### src/rtl/device_id_reader.sv
// Register-bus initiator that scans a device ID register block, captures identity words,
// checks the MD5 words against an expected value and streams every word it reads.
module device_id_reader #(
  parameter int unsigned              NUM_REGS       = 32,
  parameter int unsigned              ADDR_WIDTH     = 16,
  parameter int unsigned              DATA_WIDTH     = 32,
  parameter int unsigned              TIMEOUT_CYCLES = 255,
  parameter logic [4*DATA_WIDTH-1:0]  EXP_MD5        = '0
) (
  input  logic                  clk_i,
  input  logic                  rst_ni,
  input  logic                  start_i,
  output logic                  busy_o,
  output logic                  done_o,
  output logic                  err_timeout_o,
  output logic                  err_bad_data_o,
  output logic                  md5_match_o,
  output logic [DATA_WIDTH-1:0] dev_id_o,
  output logic [DATA_WIDTH-1:0] revision_o,
  output logic                  rd_word_valid_o,
  output logic [ADDR_WIDTH-1:0] rd_word_addr_o,
  output logic [DATA_WIDTH-1:0] rd_word_data_o,
  output logic                  reg_req_o,
  output logic                  reg_rd_wr_l_o,
  output logic [ADDR_WIDTH-1:0] reg_addr_o,
  output logic [DATA_WIDTH-1:0] reg_wr_data_o,
  input  logic                  reg_ack_i,
  input  logic [DATA_WIDTH-1:0] reg_rd_data_i
);

  typedef enum logic [1:0] {StIdle, StReq, StGap, StDone} state_e;

  localparam logic [ADDR_WIDTH-1:0] LastAddr = ADDR_WIDTH'(NUM_REGS - 1);
  localparam logic [ADDR_WIDTH-1:0] Md5Words = ADDR_WIDTH'(4);
  localparam logic [ADDR_WIDTH-1:0] DevIdAddr = ADDR_WIDTH'(4);
  localparam logic [ADDR_WIDTH-1:0] RevAddr = ADDR_WIDTH'(5);
  localparam logic [15:0]           CntLast = 16'(TIMEOUT_CYCLES - 1);
  localparam logic [DATA_WIDTH-1:0] BadWord = DATA_WIDTH'(32'hDEAD_BEEF);

  state_e                state_q, state_d;
  logic [ADDR_WIDTH-1:0] addr_q, addr_d;
  logic [15:0]           cnt_q, cnt_d;
  logic                  md5_ok_q, md5_ok_d;
  logic                  err_timeout_q, err_timeout_d;
  logic                  err_bad_q, err_bad_d;
  logic                  md5_match_q, md5_match_d;
  logic [DATA_WIDTH-1:0] dev_id_q, dev_id_d;
  logic [DATA_WIDTH-1:0] revision_q, revision_d;
  logic                  word_valid_q, word_valid_d;
  logic [ADDR_WIDTH-1:0] word_addr_q, word_addr_d;
  logic [DATA_WIDTH-1:0] word_data_q, word_data_d;
  logic [DATA_WIDTH-1:0] md5_exp;

  // MD5_0 sits in the most significant slice of EXP_MD5.
  always_comb begin
    unique case (addr_q[1:0])
      2'd0:    md5_exp = EXP_MD5[4*DATA_WIDTH-1:3*DATA_WIDTH];
      2'd1:    md5_exp = EXP_MD5[3*DATA_WIDTH-1:2*DATA_WIDTH];
      2'd2:    md5_exp = EXP_MD5[2*DATA_WIDTH-1:DATA_WIDTH];
      default: md5_exp = EXP_MD5[DATA_WIDTH-1:0];
    endcase
  end

  always_comb begin
    state_d       = state_q;
    addr_d        = addr_q;
    cnt_d         = cnt_q;
    md5_ok_d      = md5_ok_q;
    err_timeout_d = err_timeout_q;
    err_bad_d     = err_bad_q;
    md5_match_d   = md5_match_q;
    dev_id_d      = dev_id_q;
    revision_d    = revision_q;
    word_valid_d  = 1'b0;
    word_addr_d   = word_addr_q;
    word_data_d   = word_data_q;
    reg_req_o     = 1'b0;

    unique case (state_q)
      StIdle: begin
        if (start_i) begin
          state_d       = StReq;
          err_timeout_d = 1'b0;
          err_bad_d     = 1'b0;
          md5_match_d   = 1'b0;
          addr_d        = '0;
          cnt_d         = '0;
          md5_ok_d      = 1'b1;
        end
      end
      StReq: begin
        reg_req_o = 1'b1;
        cnt_d     = cnt_q + 16'd1;
        // An ack takes priority over a timeout expiring in the same cycle.
        if (reg_ack_i) begin
          word_valid_d = 1'b1;
          word_addr_d  = addr_q;
          word_data_d  = reg_rd_data_i;
          if (addr_q < Md5Words) md5_ok_d = md5_ok_q & (reg_rd_data_i == md5_exp);
          if (addr_q == DevIdAddr) dev_id_d = reg_rd_data_i;
          if (addr_q == RevAddr) revision_d = reg_rd_data_i;
          if (reg_rd_data_i == BadWord) err_bad_d = 1'b1;
          if (addr_q == LastAddr) begin
            state_d     = StDone;
            md5_match_d = md5_ok_d;
          end else begin
            state_d = StGap;
          end
        end else if (cnt_q == CntLast) begin
          state_d       = StDone;
          err_timeout_d = 1'b1;
          md5_match_d   = 1'b0;
        end
      end
      StGap: begin
        addr_d  = addr_q + ADDR_WIDTH'(1);
        cnt_d   = '0;
        state_d = StReq;
      end
      StDone: state_d = StIdle;
      default: state_d = StIdle;
    endcase
  end

  always_ff @(posedge clk_i or negedge rst_ni) begin
    if (!rst_ni) begin
      state_q       <= StIdle;
      addr_q        <= '0;
      cnt_q         <= '0;
      md5_ok_q      <= 1'b0;
      err_timeout_q <= 1'b0;
      err_bad_q     <= 1'b0;
      md5_match_q   <= 1'b0;
      dev_id_q      <= '0;
      revision_q    <= '0;
      word_valid_q  <= 1'b0;
      word_addr_q   <= '0;
      word_data_q   <= '0;
    end else begin
      state_q       <= state_d;
      addr_q        <= addr_d;
      cnt_q         <= cnt_d;
      md5_ok_q      <= md5_ok_d;
      err_timeout_q <= err_timeout_d;
      err_bad_q     <= err_bad_d;
      md5_match_q   <= md5_match_d;
      dev_id_q      <= dev_id_d;
      revision_q    <= revision_d;
      word_valid_q  <= word_valid_d;
      word_addr_q   <= word_addr_d;
      word_data_q   <= word_data_d;
    end
  end

  assign busy_o          = (state_q != StIdle);
  assign done_o          = (state_q == StDone);
  assign err_timeout_o   = err_timeout_q;
  assign err_bad_data_o  = err_bad_q;
  assign md5_match_o     = md5_match_q;
  assign dev_id_o        = dev_id_q;
  assign revision_o      = revision_q;
  assign rd_word_valid_o = word_valid_q;
  assign rd_word_addr_o  = word_addr_q;
  assign rd_word_data_o  = word_data_q;
  assign reg_rd_wr_l_o   = 1'b1;
  assign reg_addr_o      = addr_q;
  assign reg_wr_data_o   = '0;

endmodule

### config.mk
export PLATFORM = sky130hd
export DESIGN_NAME = device_id_reader
export DESIGN_NICKNAME = d
export VERILOG_FILES = /design/src/rtl/device_id_reader.sv
export SDC_FILE = /design/constraint.sdc
export NUM_CORES = 1
export LEC_CHECK = 0
export BUFFER_PORTS_ARGS = -buffer_cell sky130_fd_sc_hd__buf_2
export CAP_MARGIN = 20
export CORE_AREA = 3 3 126 128
export CTS_CLUSTER_DIAMETER = 50
export DETAILED_ROUTE_END_ITERATION = 10
export DIE_AREA = 0 0 129 131
export PLACE_DENSITY = 0.75
export SLEW_MARGIN = 20
export SYNTH_ARGS = -nofsm -noshare
export SYNTH_HDL_FRONTEND = slang
export SYNTH_SLANG_ARGS = --single-unit
export TNS_END_PERCENT = 50
### constraint.sdc
create_clock -name clk_i -period 3.02 [get_ports clk_i]
set_clock_uncertainty 0.05 [all_clocks]
set_input_delay 0.302 -clock clk_i [delete_from_list [all_inputs] [get_ports clk_i]]
set_output_delay 0.302 -clock clk_i [all_outputs]
set_load 0.005 [all_outputs]
==> impl_metrics.csv, run 1 <==
group,metric,value,unit
drt,wl_per_cell,17.9,µm
floorplan,dieArea,16900,µm²
yosys,ys_types,47,
global_route,grt_first_pass_wirelength,26300,µm
floorplan,io_pins,204,
yosys,ys_ff_latch,151,
clocking,tritoncts,"yes",
sta,slew_headroom,0.467,
floorplan,die_y,131,µm
cells_and_area,fin_util,0.544,
yosys,synth_compound_area_frac,0.0724,
drt,wl,16200,µm
yosys,synthesis.area,6670,µm²
global_route,grt_usage,0.199,
place,placed_cells,872,
setup_path,r2r-start,"reg_addr_o[11]$_DFFE_PN0P_",
yosys,synth-xor-area-share,0.00263,
yosys,yosysSeqAreaShare,0.567,
yosys,async_flop_share,1.00,
setup_path,cp_top_family,"simple AND/OR/NAND/NOR gates",
global_route,grt_max_degree,88,
setup_path,r2r_end,"dev_id_o[22]$_DFFE_PN0P_",
clocking,clkLatencyLatePin,420,ps
clocking,cts_buffer_depth,2,
outcome,status,"finished clean",
clocking,numCtsBuffers,17,
global_route,grt_pass1_vias,5097,
pwr,leakage,4.30,nW
setup_path,cp_slowest_cell,"dfrtp_1",
sta,hold-worst-slack,102,ps
min_path,hp-class,"in -> reg",
cells_and_area,drive_gt1_frac,0.441,
pwr,powerDensity,826,nW/µm²
job,max_cap_viol_count,0,
min_path,hold_depth,2,
global_route,antenna_found_initial,0,
setup_path,r2r_slack,670,ps
yosys,synth_edf_count,0,
min_path,min_to,"err_timeout_o$_DFFE_PN0P_",
place,hpwl,11600,µm
sta,drv_slew,0,
setup_path,slowest_delay,450,ps
setup_path,startpoint_type,"flip-flop",
clocking,clock_sinks,151,
sta,fmax,425,MHz
yosys,synth-simple-area-share,0.0908,
sta,hold_viol_final,0,
yosys,synth_warnings,0,
place,io_buffer_count,170,
setup_path,cp.arrival,2610,ps
setup_path,end_kind,"flip-flop",
drt,via_per_inst,5.41,
yosys,ys.flop_type,"dfrtp_1",
drt,dr.pass1.iters,6,
clocking,clockRootBuffer,"clkbuf_16",
clocking,postCtsSetupRepairBufs,0,
yosys,synth.avg_cell_area,12.6,µm²
place,post_dp_cell_area,7560,µm²
clocking,clkTransAtPathRegs,60,ps
pwr,ir_drop,0.468,mV
drt,drcViolationCount,0,
floorplan,die_x,129,µm
setup_path,r2r_cells,5,
sta,worstMarginPinSlew,799,ps
cells_and_area,fillers,1222,
cells_and_area,antenna_cells,0,
cells_and_area,final_cell_count_no_fill,905,
yosys,synth_mux_area_frac,0.190,
sta,setup_viol,0,
sta,min_period,2350,ps
setup_path,crit_chain,"nor4_1 -> and4_1 -> and3_1 -> buf_4 -> mux2_2",
setup_path,crit_buf_inv,1,
setup_path,critical_path_class,"reg -> reg",
cells_and_area,nNetsFinal,745,
drt,via_count,4897,
sta,finalSetupTns,0,ps
drt,ant_nets,0,
place,globalplace.congestion,0.853,
sta,fin_crit_sh,0.779,
cells_and_area,final_area,8150,µm²
setup_path,crit_path_max_fanout,32,
min_path,hp-start,"reg_ack_i",
yosys,synth_top_family_by_area,"multiplexers",
yosys,syn_inst,531,
global_route,gr-total-overflow,0,
cells_and_area,syn2layout_area_growth,22.2,%
drt,drt_iter0_drc,382,
sta,rsz0062_at_grt,"no",
setup_path,worstPathRequired,3280,ps
floorplan,num_rows,45,
floorplan,coreArea,15000,µm²
floorplan,initial_utilization,0.445,
yosys,synth_fa_ha_area_frac,0.00938,
clocking,h-tree-depth,4,
==> routing by layer <==
metal	wire [µm]	global-route usage	part of all wire
met2	8070	0.330	0.50
met4	246	0.0735	0.015
met5	0	0	0
met1	6720	0.243	0.41
met3	1200	0.0654	0.074
==> synth_stat cells, types with 2 or more instances <==
library cell | number | area [µm²]
clkbuf_1 | 8 | 30.0
nor2_1 | 6 | 22.5
nand2_1 | 32 | 120
o311ai_0 | 2 | 17.5
buf_1 | 2 | 7.51
o31ai_1 | 6 | 45.0
and2_1 | 7 | 43.8
inv_1 | 10 | 37.5
or4_1 | 2 | 15.0
buf_4 | 36 | 270
a21o_1 | 3 | 22.5
nor4_1 | 13 | 81.3
nand2b_1 | 2 | 12.5
o21a_1 | 2 | 15.0
buf_6 | 6 | 67.6
mux2_1 | 9 | 101
nand4_1 | 15 | 93.8
o41ai_1 | 2 | 17.5
dfrtp_1 | 151 | 3780
a21oi_1 | 8 | 40.0
ha_1 | 5 | 62.6
buf_2 | 6 | 30.0
o211ai_1 | 2 | 15.0
a31oi_1 | 6 | 37.5
nor3_1 | 3 | 15.0
o21ai_0 | 36 | 180
mux2_2 | 100 | 1130
conb_1 | 2 | 7.51
nand3_1 | 12 | 60.1
o31a_1 | 2 | 17.5
and4_1 | 4 | 35.0
mux2i_1 | 4 | 40.0
and3_1 | 9 | 56.3
a41oi_1 | 5 | 43.8
==> registers in the layout (all words and copies together), names as in the netlist <==
| signal | cells |
|---|---|
| cnt_q | 16 |
| dev_id_o | 32 |
| err_bad_data_o | 1 |
| err_timeout_o | 1 |
| md5_match_o | 1 |
| md5_ok_q | 1 |
| rd_word_addr_o | 16 |
| rd_word_data_o | 32 |
| rd_word_valid_o | 1 |
| reg_addr_o | 16 |
| revision_o | 32 |
| state_q | 2 |
==> cells by family (layout without fill, tap and decap cells) <==
group / count (synthesis) / count (layout)
XOR/XNOR: 2 / 2
flip-flops: 151 / 151
adder cells (fa/ha/maj): 5 / 5
AO/OA/AOI/OAI: 78 / 78
other: 2 / 33
AND/OR/NAND/NOR: 111 / 111
buffers and inverters: 69 / 224
multiplexers: 113 / 113
==> where the power goes <==
part / switching [mW] / leakage [nW] / internal, mW / total [mW]
clock: 0.900 / 0.287 / 1.18 / 2.08
sequential: 0.327 / 2.02 / 2.54 / 2.87
combinational: 0.883 / 1.99 / 0.901 / 1.78
==> per-stage QoR <==
step | total power, mW | worst slack (ps)
floorplan | 3.82 | 1140
global placement | 4.58 | 773
detailed placement | 4.69 | 713
CTS | 6.80 | 697
global route | 7.14 | 511
finish | 6.73 | 667
==> how the worst max path moves through the flow <==
| stage | start | to | depth (start not counted) |
|---|---|---|---|
| CTS | reg_addr_o[11]$_DFFE_PN0P_ | dev_id_o[22]$_DFFE_PN0P_ | 5 |
| global placement | reg_addr_o[13]$_DFFE_PN0P_ | revision_o[22]$_DFFE_PN0P_ | 5 |
| detailed placement | reg_addr_o[11]$_DFFE_PN0P_ | dev_id_o[22]$_DFFE_PN0P_ | 5 |
| finish | reg_addr_o[11]$_DFFE_PN0P_ | dev_id_o[22]$_DFFE_PN0P_ | 5 |
| global route | reg_addr_o[11]$_DFFE_PN0P_ | dev_id_o[22]$_DFFE_PN0P_ | 5 |
| floorplan | reg_addr_o[14]$_DFFE_PN0P_ | revision_o[19]$_DFFE_PN0P_ | 6 |
==> cell type report <==
class,count,area (µm²),area share
inverter,11,41.3,0.00507
tap,188,235,0.0289
timing repair buffer,181,955,0.117
clock inverter,14,139,0.0170
sequential,151,3780,0.464
multi-input combinational,342,2560,0.315
clock buffer,18,439,0.0539
==> layout by cell type, fill, tap and decap left out, types with 5 or more instances in the layout <==
master,n
a21oi_1,8
a31oi_1,6
a41oi_1,5
and2_1,7
and3_1,8
buf_2,169
buf_4,9
clkbuf_16,17
conb_1,33
dfrtp_1,151
ha_1,5
inv_1,10
mux2_1,9
mux2_2,100
nand2_1,31
nand3_1,12
nand4_1,15
nor2_1,6
nor4_1,13
o21ai_0,36
o31ai_1,6
==> repair_timing <==
action                    in CTS  in global routing
hold endpoints to repair      83                  0
gates resized for setup        0                  0
hold buffers                   1                  0
No activity file was read; power rests on OpenSTA's default activity.
==> run 2, diff against run 1 <==
--- a/config.mk
+++ b/config.mk
@@ -11,7 +11,7 @@
 export CTS_CLUSTER_DIAMETER = 50
 export DETAILED_ROUTE_END_ITERATION = 10
 export DIE_AREA = 0 0 129 131
-export PLACE_DENSITY = 0.75
+export PLACE_DENSITY = 0.77
 export SLEW_MARGIN = 20
 export SYNTH_ARGS = -nofsm -noshare
 export SYNTH_HDL_FRONTEND = slang
==> constraint.sdc (replaced) <==
create_clock -name clk_i -period 2.1 [get_ports clk_i]
set_clock_uncertainty 0.05 [all_clocks]
set_input_delay 0.21 -clock clk_i [delete_from_list [all_inputs] [get_ports clk_i]]
set_output_delay 0.21 -clock clk_i [all_outputs]
set_load 0.005 [all_outputs]
==> run 2 against run 1 <==
  * Combinational power grew 50%
  * Critical endpoint is now dev_id_o[11]$_DFFE_PN0P_
  * Via count grew 1.0%
  * Hold slack lost 76 ps
  * Register-to-register slack lost 570 ps
  * Sequential share of layout area shrank 1.9 points
  * Fmax grew 17%
  * Sequential power grew 42%
==> impl_metrics.csv, run 2 (synthesis results as in run 1) <==
group,metric,value,unit
min_path,hp-start,"reg_rd_data_i[29]",
floorplan,num_rows,45,
pwr,internal_power,6.84,mW
setup_path,critical_path_class,"reg -> reg",
sta,fin_crit_sh,0.955,
sta,rsz0062_at_grt,"no",
place,post_dp_cell_area,7790,µm²
setup_path,startpoint_type,"flip-flop",
clocking,tritoncts,"yes",
setup_path,cp.arrival,2260,ps
global_route,grt_use_met1,0.258,
pwr,ir_drop,0.865,mV
setup_path,worstPathRequired,2360,ps
clocking,clockRootBuffer,"clkbuf_16",
place,globalplace.congestion,0.785,
global_route,grtUsageMet2,0.311,
setup_path,end_kind,"flip-flop",
cells_and_area,syn2layout_area_growth,27.3,%
setup_path,r2r_end,"dev_id_o[11]$_DFFE_PN0P_",
place,post-place-ws,-56.6,ps
global_route,top_usage_layer,"met2",
sta,drv_slew,0,
cells_and_area,final_cell_mix,"buf_2, dfrtp_1, mux2_2",
drt,dr.pass1.iters,4,
sta,setup_viol,0,
pwr,pwr-share-clk,0.314,
setup_path,r2r_cells,5,
place,hpwl,11600,µm
global_route,grt_pass1_vias,4791,
sta,hold_viol_final,0,
global_route,antenna_found_initial,0,
sta,setup_ws,94.9,ps
drt,drt_iter0_drc,290,
min_path,hold_depth,2,
cells_and_area,multi_input_area,2590,µm²
global_route,gr-total-overflow,0,
clocking,clkLatencyLatePin,420,ps
pwr,p_comb_frac,0.271,
clocking,cts_buffer_depth,2,
global_route,grt_max_degree,68,
setup_path,r2r-start,"reg_addr_o[14]$_DFFE_PN0P_",
clocking,clkTransAtPathRegs,70,ps
pwr,powerDensity,1160,nW/µm²
floorplan,die_y,131,µm
cells_and_area,seq_area,3780,µm²
drt,via_count,4948,
sta,min_period,2010,ps
place,placed_cells,895,
drt,wl_per_cell,17.6,µm
floorplan,initial_utilization,0.445,
cells_and_area,final_area,8490,µm²
sta,hold-worst-slack,25.8,ps
min_path,min_to,"dev_id_o[29]$_DFFE_PN0P_",
pwr,p_total,9.84,mW
floorplan,coreArea,15000,µm²
outcome,status,"finished clean",
pwr,switching_power,3.00,mW
drt,drcViolationCount,0,
pwr,p_sw_frac,0.305,
cells_and_area,antenna_cells,0,
pwr,leakage,4.48,nW
floorplan,die_x,129,µm
min_path,hp-class,"in -> reg",
floorplan,io_pins,204,
clocking,h-tree-depth,4,
floorplan,dieArea,16900,µm²
cells_and_area,final_cell_count_no_fill,933,
drt,ant_nets,0,
global_route,grt_first_pass_wirelength,25800,µm
clocking,clock_sinks,151,
pwr,p_seq_frac,0.414,
cells_and_area,fillers,1259,
cells_and_area,nNetsFinal,773,
cells_and_area,mostFrequentLayoutCell,"buf_2",
place,io_buffer_count,170,
clocking,numCtsBuffers,17,
drt,via_per_inst,5.30,
global_route,use_met3,0.0776,
setup_path,crit_path_max_fanout,14,
cells_and_area,drive_gt1_frac,0.462,
job,max_cap_viol_count,0,
setup_path,r2r_slack,90,ps
drt,wl,16400,µm
global_route,grt_usage,0.198,
sta,fmax,499,MHz
[run 2: worst max-delay path by stage]
stage               slack, ps  cells after the start                        from                         end
floorplan                 220                      6  reg_addr_o[14]$_DFFE_PN0P_  revision_o[19]$_DFFE_PN0P_
global placement          -30                      5  reg_addr_o[14]$_DFFE_PN0P_    dev_id_o[18]$_DFFE_PN0P_
detailed placement        -60                      5  reg_addr_o[14]$_DFFE_PN0P_     dev_id_o[2]$_DFFE_PN0P_
CTS                         5                      5  reg_addr_o[14]$_DFFE_PN0P_     dev_id_o[2]$_DFFE_PN0P_
global route               20                      5   reg_addr_o[7]$_DFFE_PN0P_    dev_id_o[14]$_DFFE_PN0P_
finish                     90                      5  reg_addr_o[14]$_DFFE_PN0P_    dev_id_o[11]$_DFFE_PN0P_
[run 2: what timing repair did]
action                                 4_1_cts  5_1_grt
hold buffers                                 5        0
pin swaps                                    0        1
resized for setup                            1        4
cloned                                       0        1
buffers inserted                             0        0
setup endpoints to repair                   57       63
endpoints found under the hold margin       40        0
[run 2: layer usage]
metal,vias up,part of all wire
li1,2266,-
met1,2492,0.43
met2,183,0.49
met3,7,0.076
met4,0,0.0046
met5,-,0
[run 2: power by group through the flow]
stage	Clock [mW]	Sequential (mW)	Combinational, mW
finish	3.09	4.08	2.67
global route	3.30	4.17	2.98
CTS	3.16	4.07	2.69
detailed placement	0	4.10	2.67
global placement	0	4.08	2.61
floorplan	0	4.14	1.35
[run 2: per-stage QoR]
stage,TNS [ps],utilization
CTS,0,0.564
global placement,-680,0.520
detailed placement,-1350,0.520
floorplan,0,-
global route,0,0.567
finish,0,0.567
[run 2: critical path, cell delays in order (launching register included)]
cell and delay [ps]:
dfrtp_1 410, nor4_4 320, and4_1 290, and3_2 280, clkbuf_16 200, mux2_2 340
[run 2: layout make-up]
class                           count  area share
Clock inverter                     14      0.0192
Timing Repair Buffer              209       0.146
Multi-Input combinational cell    342       0.305
Tap cell                          188      0.0277
Sequential cell                   151       0.445
Clock buffer                       18      0.0517
Inverter                           11     0.00486
==> run 3, diff against run 2 <==
--- a/config.mk
+++ b/config.mk
@@ -7,11 +7,12 @@
 export LEC_CHECK = 0
 export BUFFER_PORTS_ARGS = -buffer_cell sky130_fd_sc_hd__buf_2
 export CAP_MARGIN = 20
-export CORE_AREA = 3 3 126 128
+export CORE_AREA = 3 3 168 170
 export CTS_CLUSTER_DIAMETER = 50
+export CTS_CLUSTER_SIZE = 8
 export DETAILED_ROUTE_END_ITERATION = 10
-export DIE_AREA = 0 0 129 131
-export PLACE_DENSITY = 0.77
+export DIE_AREA = 0 0 171 173
+export PLACE_DENSITY = 0.5
 export SLEW_MARGIN = 20
 export SYNTH_ARGS = -nofsm -noshare
 export SYNTH_HDL_FRONTEND = slang
==> run 3 against run 2 <==
  * Non-clock buffer count rose by 4
  * Hold slack got worse by 5.1 ps
  * Wire length rose by 16%
  * Fmax barely moved
  * Cell count rose by 17%
  * Largest cell class unchanged
==> impl_metrics.csv, run 3 (synthesis results as in run 1) <==
group,metric,value,unit
pwr,powerDensity,1120,nW/µm²
setup_path,worstPathRequired,2360,ps
sta,slew_headroom,0.629,
sta,drv_slew,0,
clocking,postCtsSetupRepairBufs,0,
cells_and_area,syn2layout_area_growth,30.5,%
floorplan,dieArea,29600,µm²
sta,setup_viol,0,
floorplan,die_x,171,µm
min_path,hp-class,"in -> reg",
floorplan,num_rows,60,
outcome,status,"finished clean",
cells_and_area,final_area,8700,µm²
cells_and_area,fin_util,0.324,
cells_and_area,mostFrequentLayoutCell,"buf_2",
clocking,clockRootBuffer,"clkbuf_16",
global_route,grt_pass1_vias,4981,
setup_path,end_kind,"flip-flop",
floorplan,coreArea,26900,µm²
pwr,p_seq_frac,0.416,
sta,setup_ws,94.1,ps
setup_path,critical_path_class,"reg -> reg",
cells_and_area,final_cell_count_no_fill,1090,
place,post_dp_cell_area,8010,µm²
global_route,grt_usage,0.128,
sta,hold_viol_final,0,
global_route,gr-total-overflow,0,
pwr,p_sw_frac,0.324,
place,placed_cells,1052,
drt,wl_per_cell,17.5,µm
sta,fmax,499,MHz
cells_and_area,final_cell_mix,"buf_2, dfrtp_1, mux2_2",
place,post-place-ws,-88.3,ps
drt,via_count,4859,
cells_and_area,drive_gt1_frac,0.466,
setup_path,cp.arrival,2270,ps
setup_path,startpoint_type,"flip-flop",
pwr,p_total,9.76,mW
cells_and_area,fillers,2747,
setup_path,crit_path_max_fanout,14,
cells_and_area,antenna_cells,0,
drt,drcViolationCount,0,
global_route,antenna_found_initial,1,
floorplan,initial_utilization,0.248,
pwr,p_comb_frac,0.280,
clocking,cts_buffer_depth,2,
pwr,leakage,4.48,nW
clocking,clkTransAtPathRegs,70,ps
floorplan,io_pins,204,
place,hpwl,13300,µm
sta,fin_crit_sh,0.955,
global_route,grt_max_degree,51,
drt,drt_iter0_drc,241,
pwr,switching_power,3.16,mW
job,max_cap_viol_count,0,
sta,worstMarginPinSlew,556,ps
clocking,numCtsBuffers,17,
drt,ant_nets,0,
sta,finalSetupTns,0,ps
drt,dr.pass1.iters,4,
pwr,ir_drop,0.543,mV
clocking,clock_sinks,151,
sta,min_period,2010,ps
drt,wl,19100,µm
place,globalplace.congestion,0.740,
clocking,h-tree-depth,4,
floorplan,die_y,173,µm
place,io_buffer_count,170,
clocking,clkLatencyLatePin,420,ps
pwr,pwr-share-clk,0.305,
sta,hold-worst-slack,20.7,ps
clocking,tritoncts,"yes",
cells_and_area,nNetsFinal,777,
pwr,internal_power,6.60,mW
global_route,grt_first_pass_wirelength,29500,µm
setup_path,r2r_slack,90,ps
drt,via_per_inst,4.46,
## run 3: layout make-up
cell class | count | area (µm²) | share of cell area
Sequential cell | 151 | 3780 | 0.434
Multi-Input combinational cell | 342 | 2610 | 0.300
Timing Repair Buffer | 213 | 1290 | 0.148
Clock buffer | 18 | 429 | 0.0493
Tap cell | 341 | 427 | 0.0490
Clock inverter | 14 | 128 | 0.0147
Inverter | 11 | 41.3 | 0.00474
## run 3: routing by layer
layer	vias up	share of wire	GRT usage
met5	-	0.00037	0
met1	2404	0.45	0.167
met4	2	0.011	0.0362
met3	18	0.078	0.0514
met2	161	0.46	0.198
li1	2274	-	-
## run 3: repair_timing
action / CTS / global route
endpoints found under the setup margin: 61 / 62
gates resized for setup: 3 / 6
endpoints found under the hold margin: 51 / 0
pin swaps: 0 / 1
hold buffers: 4 / 0
gates cloned: 0 / 2
## run 3: power groups by stage
stage / clock [mW] / combinational (mW) / sequential, mW
6_report: 2.97 / 2.73 / 4.06
5_1_grt: 3.21 / 3.05 / 4.17
4_1_cts: 3.08 / 2.77 / 4.07
3_5_place_dp: 0 / 2.75 / 4.10
3_3_place_gp: 0 / 2.75 / 4.08
2_1_floorplan: 0 / 1.35 / 4.14
## run 3: critical path, cell delays in order (launching register included)
cell	delay [ps]
dfrtp_1	410
nor4_4	350
and4_4	300
and3_4	240
clkbuf_16	200
mux2_2	340
## run 3: final timing paths
check / to / from / cells after the start
setup / recovery: dev_id_o[25]$_DFFE_PN0P_ / reg_addr_o[9]$_DFFE_PN0P_ / 5
hold / removal: revision_o[1]$_DFFE_PN0P_ / reg_rd_data_i[1] / 2
setup reg to reg: dev_id_o[25]$_DFFE_PN0P_ / reg_addr_o[9]$_DFFE_PN0P_ / 5
hold reg to reg: revision_o[23]$_DFFE_PN0P_ / revision_o[23]$_DFFE_PN0P_ / 1
max in group asynchronous: rd_word_addr_o[5]$_DFFE_PN0P_ / rst_ni / 3
min in group asynchronous: rd_word_data_o[28]$_DFFE_PN0P_ / rst_ni / 2
